<file path="src/rtl/ram_fifo_ctrl.sv">
// FIFO controller driving an external synchronous-read RAM, with a registered output word.
// The read side prefetches into out_data so downstream sees a registered valid/data pair.
module ram_fifo_ctrl #(
    parameter int data_width = 8,
    parameter int addr_width = 4,
    parameter int depth      = 16
) (
    input  logic                  clk,
    input  logic                  rst,
    input  logic                  in_valid,
    input  logic [data_width-1:0] in_data,
    output logic                  in_ready,
    output logic                  out_valid,
    output logic [data_width-1:0] out_data,
    input  logic                  out_ready,
    output logic [addr_width:0]   count,
    output logic                  full,
    output logic                  empty,
    output logic                  ram_wr_en,
    output logic                  ram_port_en_0,
    output logic [addr_width-1:0] ram_addr_0,
    output logic [data_width-1:0] ram_data_in,
    output logic                  ram_port_en_1,
    output logic [addr_width-1:0] ram_addr_1,
    input  logic [data_width-1:0] ram_data_out_1
);

    typedef enum logic [1:0] {
        EMPTY = 2'd0,
        FETCH = 2'd1,
        HOLD  = 2'd2
    } rd_state_t;

    localparam logic [addr_width:0] ptr_one   = 1;
    localparam logic [addr_width:0] depth_cnt = depth[addr_width:0];

    rd_state_t             state, state_next;
    logic [addr_width:0]   wr_ptr, rd_ptr, unfetched;
    logic                  wr_acc, pop, rd_issue;

    assign full      = (count == depth_cnt);
    assign empty     = (count == '0);
    assign in_ready  = !full && !rst;
    assign wr_acc    = in_valid && in_ready;
    assign out_valid = (state == HOLD);
    assign pop       = out_valid && out_ready;
    assign unfetched = wr_ptr - rd_ptr;

    assign ram_wr_en     = wr_acc;
    assign ram_port_en_0 = wr_acc;
    assign ram_addr_0    = wr_ptr[addr_width-1:0];
    assign ram_data_in   = in_data;
    assign ram_port_en_1 = rd_issue;
    assign ram_addr_1    = rd_ptr[addr_width-1:0];

    always_comb begin
        state_next = state;
        rd_issue   = 1'b0;
        case (state)
            EMPTY: begin
                if (unfetched != '0) begin
                    rd_issue   = 1'b1;
                    state_next = FETCH;
                end
            end
            FETCH: state_next = HOLD;
            HOLD: begin
                if (out_ready) begin
                    if (unfetched != '0) begin
                        rd_issue   = 1'b1;
                        state_next = FETCH;
                    end else begin
                        state_next = EMPTY;
                    end
                end
            end
            default: state_next = EMPTY;
        endcase
    end

    always_ff @(posedge clk or posedge rst) begin
        if (rst) begin
            state    <= EMPTY;
            wr_ptr   <= '0;
            rd_ptr   <= '0;
            count    <= '0;
            out_data <= '0;
        end else begin
            state <= state_next;
            if (wr_acc)
                wr_ptr <= wr_ptr + ptr_one;
            if (rd_issue)
                rd_ptr <= rd_ptr + ptr_one;
            // RAM read data arrives the cycle after issue, which is always FETCH
            if (state == FETCH)
                out_data <= ram_data_out_1;
            case ({wr_acc, pop})
                2'b10:   count <= count + ptr_one;
                2'b01:   count <= count - ptr_one;
                default: count <= count;
            endcase
        end
    end

endmodule

</file>
<file path="config.mk">
export PLATFORM = sky130hd
export DESIGN_NAME = ram_fifo_ctrl
export DESIGN_NICKNAME = d
export VERILOG_FILES = /design/src/rtl/ram_fifo_ctrl.sv
export SDC_FILE = /design/constraint.sdc
export NUM_CORES = 1
export LEC_CHECK = 0
export CAP_MARGIN = 20
export CORE_MARGIN = 1
export CORE_UTILIZATION = 45
export DETAILED_ROUTE_END_ITERATION = 16
export GPL_TIMING_DRIVEN = 0
export HOLD_SLACK_MARGIN = 0.15
export MAX_ROUTING_LAYER = met4
export PLACE_DENSITY = 0.82
export SYNTH_ARGS = -nofsm -noshare
export SYNTH_HDL_FRONTEND = slang
export SYNTH_SLANG_ARGS = --single-unit
</file>
<file path="constraint.sdc">
create_clock -name clk -period 4 [get_ports clk]
set_input_delay 1 -clock clk [delete_from_list [all_inputs] [get_ports clk]]
set_output_delay 1 -clock clk [all_outputs]
set_load 0.005 [all_outputs]
</file>
==> results of run 1 <==
## synth_stat cells (all sizes together)
library cell,n
a21o,2
a21oi,3
a41oi,2
and2,1
and3,1
buf,17
clkbuf,2
dfrtp,25
fa,1
ha,10
inv,12
mux2,9
nand2,7
nand2b,2
nand3,2
nand4,3
nor2,2
nor2b,3
nor4,1
o21ai,6
o22ai,1
or3b,2
xnor2,9
xor2,6
## report_power, final
group          internal (W)  switching, W  leakage, nW
Combinational      0.000538      0.000350        0.580
Clock             0.0000384     0.0000836       0.0139
Sequential         0.000382      0.000124        0.299
## registers in the layout, summed over array words and instances (netlist names)
register / flops
state: 2
rd_ptr: 5
out_data: 8
wr_ptr: 5
count: 5
## cells in the final DEF, fill, tap and decap left out, types with 6 or more instances in the layout
cell type	n
buf_4	17
clkdlybuf4s50_1	47
dfrtp_1	25
ha_1	10
inv_1	11
mux2_2	9
nand2_1	7
o21ai_0	6
xnor2_1	9
xor2_1	6
## layout make-up
class,count,share of cell area (%)
Timing Repair Buffer,47,23.8
Tap cell,44,2.78
Multi-Input combinational cell,73,31.2
Inverter,12,2.28
Clock buffer,3,1.14
Clock inverter,1,0.380
Buffer,19,6.83
Sequential cell,25,31.6
## worst max path at each step
| stage | slack [ps] | start | end | cells after the start |
|---|---|---|---|---|
| floorplan | 1140 | rst | count[4] | 9 |
| global placement | 440 | out_ready | ram_port_en_1 | 5 |
| detailed placement | 430 | out_ready | ram_port_en_1 | 5 |
| CTS | 430 | out_ready | ram_port_en_1 | 5 |
| global route | 370 | rst | ram_wr_en | 6 |
| finish | 430 | out_ready | ram_port_en_1 | 5 |
## kinds of logic (layout without fill, tap and decap cells)
family	Yosys count	after routing	synth area share, %
AO/OA/AOI/OAI	14	14	7.65
XOR/XNOR	15	15	9.24
adder cells (fa/ha/maj)	11	11	10.2
buffers and inverters	31	82	12.7
flip-flops	25	25	44.0
multiplexers	9	9	7.12
AND/OR/NAND/NOR	24	24	9.15
## per-layer routing
| layer | GRT usage (%) | vias up | wire length (um) |
|---|---|---|---|
| li1 | - | 515 | - |
| met1 | 19.8 | 501 | 1120 |
| met2 | 29.2 | 36 | 1320 |
| met3 | 3.35 | 4 | 116 |
| met4 | 12.2 | 0 | 78 |
| met5 | - | - | 0 |
## metrics by stage
step                      hold WS [ps]  std cells  total power (W)
after floorplan                    464        129          0.00103
after global placement             484        220          0.00136
after detailed placement           487        220          0.00141
after CTS                          506        224          0.00153
after global routing               527        224          0.00165
final                              507        224          0.00152
==> metrics.md, run 1 <==
| Metric | Value |
|---|---|
| Avg Vias per Cell | ~4.7 |
| Crit-path cells | clkdlybuf4s50_1 -> inv_1 -> a21o_1 -> a41oi_4 -> clkdlybuf4s50_1 |
| Top Ports | 56 |
| Worst Hold End | wr_ptr[4] |
| Die ar. | 0.00339 mm^2 |
| Kind of cell adding the most delay to the critical path | buffers and inverters |
| Die X | just under 60 um |
| Starting density of the core | 47.0% |
| Post-synth top area share | a little over two fifths |
| CTS H-tree depth | 1 |
| Post-Syn Area | 0.00142 mm^2 |
| Final period util | 89.3% |
| P&R area growth vs syn | 39.1% |
| # clock sinks | 25 |
| Die H | 58.2 um |
| Setup-failing EPs final | 0 |
| TNS Setup | 0 ps |
| Clk slew on worst S/H paths | ~150 ps |
| Placer Congestion | around 0.7 |
| Post_cts resized | 0 |
| Post-route cell area | 0.00198 mm^2 |
| Worst-Margin Slew | between 900 and 1000 ps |
| HPWL Detailed | 2050 um |
| Pwr/cell area | 766 mW/mm^2 |
| Multi-input gate area | 617 um^2 |
| Leak | 0.893 nW |
| Avg Inst Size Synth | ~11 um^2 |
| Initial antenna violation count | 0 |
| Yosys top cell by area | dfrtp_1 |
| Syn. warnings | 0 |
| CTS tree | yes |
| Max incr delay on CP | 560 ps |
| WL final | about 2600 um |
| FF+latch area | between 600 and 700 um^2 |
| Congestion Overflow GR | 0 |
| Final hold viol count | 0 |
| # hold bufs at CTS | 0 |
| Clock Tree Buf Depth | 2 |
| Critical R2R Launch | count[1] |
| # rows | 20 |
| Min-delay src | wr_ptr[4] |
| Setup bufs post-CTS | 0 |
| Setup WS pre-CTS | about 430 ps |
| Buffers & Inverters on Critical Path | 3 |
| Clock skew | 6.28 ps |
| Max Cap Viol | 0 |
| CTS Buf Count | 3 |
| FMAX | roughly 280 MHz |
| Area contributors post-synth | dfrtp_1 (44%), buf_4 (9.0%), ha_1 (8.8%) |
| Ratio of cells with drive above 1 in the final layout | between 10% and 20% |
| R2R depth | 11 |
| Hold-critical path depth | 1 |
| Worst VDD drop | 0.333 mV |
| Crit start category | input port |
| Final Max Slew Viols | 0 |
| Slew HR | 35.8% |
| Fillcell total | around 250 |
| Post-place instance area | 0.00195 mm^2 |
| IO buf count | 47 |
| Worst r2r dst | count[4] |
| Fin nets | 212 |
| Worst R2R Setup Slack | 1000 ps |
| Sequential-to-total area share from yosys stat | a little over two fifths |
| Worst skew pair latency | about 340 ps |
| DRT Pass-1 Iters | 4 |
| Core Area | 0.00303 mm^2 |
| GRT Overall Usage | 17.9% |
| Minimum clock period | roughly 3600 ps |
| Status | finished clean |
| Count of cell types in the netlist | 26 |
| CP max stage cell | clkdlybuf4s50_1 |
| Avg WL per Cell | 11.7 um |
| Starting DRC count in detailed routing | 9 |
| CTS root buf | clkbuf_4 |
| Worst setup margin | 429 ps |
| Worst hold path class | flop to flop |
| Crit-path max FO | 7 |
| RSZ-0062 raised after global routing | no |
| DR DRC count | 0 |
| Final ANT Viol Nets | 0 |
| Vias in the first global route | a little over 1000 |
| Critical path endpoint category | primary output |
| Synth Register Bits | 25 |
| WS Path Type | input port to primary output |
| Final Util | 65.3% |
| Ant diodes | 0 |
| Global-route wire length before repair | 4330 um |
| Pin count of the biggest net entering global routing | 26 |
| Via count | 1056 |
| Crit path arrival time | 2570 ps |
| Cell count after synthesis | roughly 130 |
| Worst Path Required | 3000 ps |
| Most frequent CP cell | clkdlybuf4s50_1 |
| Post-synth net total | 160 |
Note: power is estimated with default switching activity, not from simulation.
==> run 2, diff against run 1 <==
- CORE_UTILIZATION: 45 -> 39
- PLACE_DENSITY: 0.82 -> 0.76
- clock period: 4 -> 3 ns (I/O delays scaled with it)
==> metrics.md, run 2 (synthesis gave the netlist of run 1 again) <==
| Metric | Value |
|---|---|
| Hold-critical path depth | 1 |
| WS Path Type | input port to primary output |
| HPWL Detailed | approximately 2100 um |
| Clock skew | 8.93 ps |
| Worst setup margin | approximately 92 ps |
| Avg WL per Cell | 11.8 um |
| Slew HR | 37.0% |
| Ant diodes | 0 |
| Initial antenna violation count | 0 |
| R2R depth | 11 |
| P&R area growth vs syn | 42.7% |
| Fin nets | 216 |
| Fillcell total | 293 |
| Final ANT Viol Nets | 0 |
| Top Ports | 56 |
| DRT Pass-1 Iters | 4 |
| Critical path endpoint category | primary output |
| WL final | 2720 um |
| Most frequent CP cell | clkdlybuf4s50_1 |
| Ratio of cells with drive above 1 in the final layout | a little over a fifth |
| Max incr delay on CP | 480 ps |
| CTS Buf Count | 3 |
| FMAX | ~340 MHz |
| Worst Path Required | 2250 ps |
| DR DRC count | 0 |
| IO buf count | 47 |
| CTS tree | yes |
| Minimum clock period | 2910 ps |
| Placer Congestion | 0.678 |
| Worst skew pair latency | 320 ps |
| Final hold viol count | 0 |
| GRT Overall Usage | 15.8% |
| Post-place instance area | slightly below 0.002 mm^2 |
| Die X | between 60 and 70 um |
| Clk slew on worst S/H paths | between 100 and 150 ps |
| # hold bufs at CTS | 0 |
| Commonest non-fill, non-tap cell in the layout | clkdlybuf4s50_1 |
| TNS Setup | 0 ps |
| Critical R2R Launch | count[1] |
| CTS H-tree depth | 1 |
| Non-Filler Instances | between 200 and 250 |
| Setup WS pre-CTS | -200 ps |
| Kind of cell adding the most delay to the critical path | buffers and inverters |
| Worst r2r dst | count[4] |
| Final Max Slew Viols | 0 |
| # rows | 21 |
| Clock Tree Buf Depth | 2 |
| Max FFs per register | 8 |
| Post-route cell area | 0.00203 mm^2 |
| CTS root buf | clkbuf_4 |
| Min-delay src | wr_ptr[4] |
| Pwr/cell area | between 1000 and 1500 mW/mm^2 |
| Die H | about 62 um |
| Vias in the first global route | 1130 |
| Leak | 0.915 nW |
| # clock sinks | 25 |
| Status | finished clean |
| Worst-Margin Slew | ~940 ps |
| Core Area | 0.00342 mm^2 |
| Crit path arrival time | 2160 ps |
| Hold_ws | 505 ps |
| Setup-failing EPs final | 0 |
| Worst R2R Setup Slack | 250 ps |
| Starting density of the core | a little over two fifths |
| CP max stage cell | clkdlybuf4s50_1 |
| Worst hold path class | flop to flop |
| Pin count of the biggest net entering global routing | 26 |
| Max Cap Viol | 0 |
| Global-route wire length before repair | 4750 um |
| Worst Hold End | wr_ptr[4] |
| Most frequent cells in the layout | clkdlybuf4s50_1 (46), dfrtp_1 (24), buf_4 (21), inv_1 (11), ha_1 (10) |
| Via count | 1051 |
| Crit-path cells | clkdlybuf4s50_1 -> a21oi_2 -> nand2_1 -> inv_2 -> buf_4 -> clkdlybuf4s50_1 |
| Largest reg by FF count | out_data |
| RSZ-0062 raised after global routing | no |
| Final period util | 96.9% |
| Avg Vias per Cell | 4.57 |
| DP Cell Count | 222 |
| Die ar. | 0.00389 mm^2 |
| Worst VDD drop | around 0.45 mV |
| Crit start category | input port |
| Congestion Overflow GR | 0 |
| Crit-path max FO | 5 |
| Buffers & Inverters on Critical Path | 4 |
| Starting DRC count in detailed routing | 22 |
## run 2: changes by cell type in the layout (fill, tap and decap cells not counted)
| cell | previous run | this run |
|---|---|---|
| dfrtp_1 | 25 | 24 |
| dfrtp_2 | 0 | 1 |
| clkdlybuf4s50_1 | 47 | 46 |
| dlygate4sd2_1 | 0 | 1 |
| nor4_1 | 1 | 0 |
| a21oi_1 | 3 | 2 |
| a21oi_2 | 0 | 1 |
| nor4_4 | 0 | 1 |
| buf_4 | 17 | 21 |
## run 2: how the worst max path moves through the flow
stage	start	endpoint	depth (start not counted)
2_1_floorplan	rst	count[4]	9
3_3_place_gp	rst	count[4]	10
3_5_place_dp	rst	count[4]	10
4_1_cts	rst	ram_wr_en	6
5_1_grt	rst	ram_wr_en	6
6_report	rst	ram_wr_en	6
## run 2: timing repair
action                                  4_1_cts  5_1_grt
setup buffers                                 4        0
endpoints found under the setup margin        1        2
resized for setup                             2        3
pin swaps                                     2        0
## run 2: layout make-up
| cell class | count | area (um^2) | share of cell area, % |
|---|---|---|---|
| Clock buffer | 3 | 22.5 | 1.11 |
| Clock inverter | 1 | 7.51 | 0.370 |
| Inverter | 12 | 45.0 | 2.22 |
| Buffer | 19 | 135 | 6.66 |
| Timing Repair Buffer | 51 | 499 | 24.6 |
| Multi-Input combinational cell | 73 | 636 | 31.3 |
| Sequential cell | 25 | 627 | 30.9 |
| Tap cell | 46 | 57.6 | 2.84 |
## run 2: metrics by stage
stage	utilization, %	total power, W
2_1_floorplan	-	0.00137
3_3_place_gp	57.1	0.00182
3_5_place_dp	57.1	0.00188
4_1_cts	58.9	0.00209
5_1_grt	59.4	0.00227
6_report	59.4	0.00209
## run 2: power breakdown
group	switching, W	internal, W
logic	0.000488	0.000766
clock network	0.000101	0.0000509
registers	0.000174	0.000511
total	0.000763	0.00133
## run 2: routing by layer
layer	share of wire, %	global-route usage [%]
met1	43	18.5
met5	0	-
met2	51	27.5
met3	4.5	4.38
met4	0.59	2.62
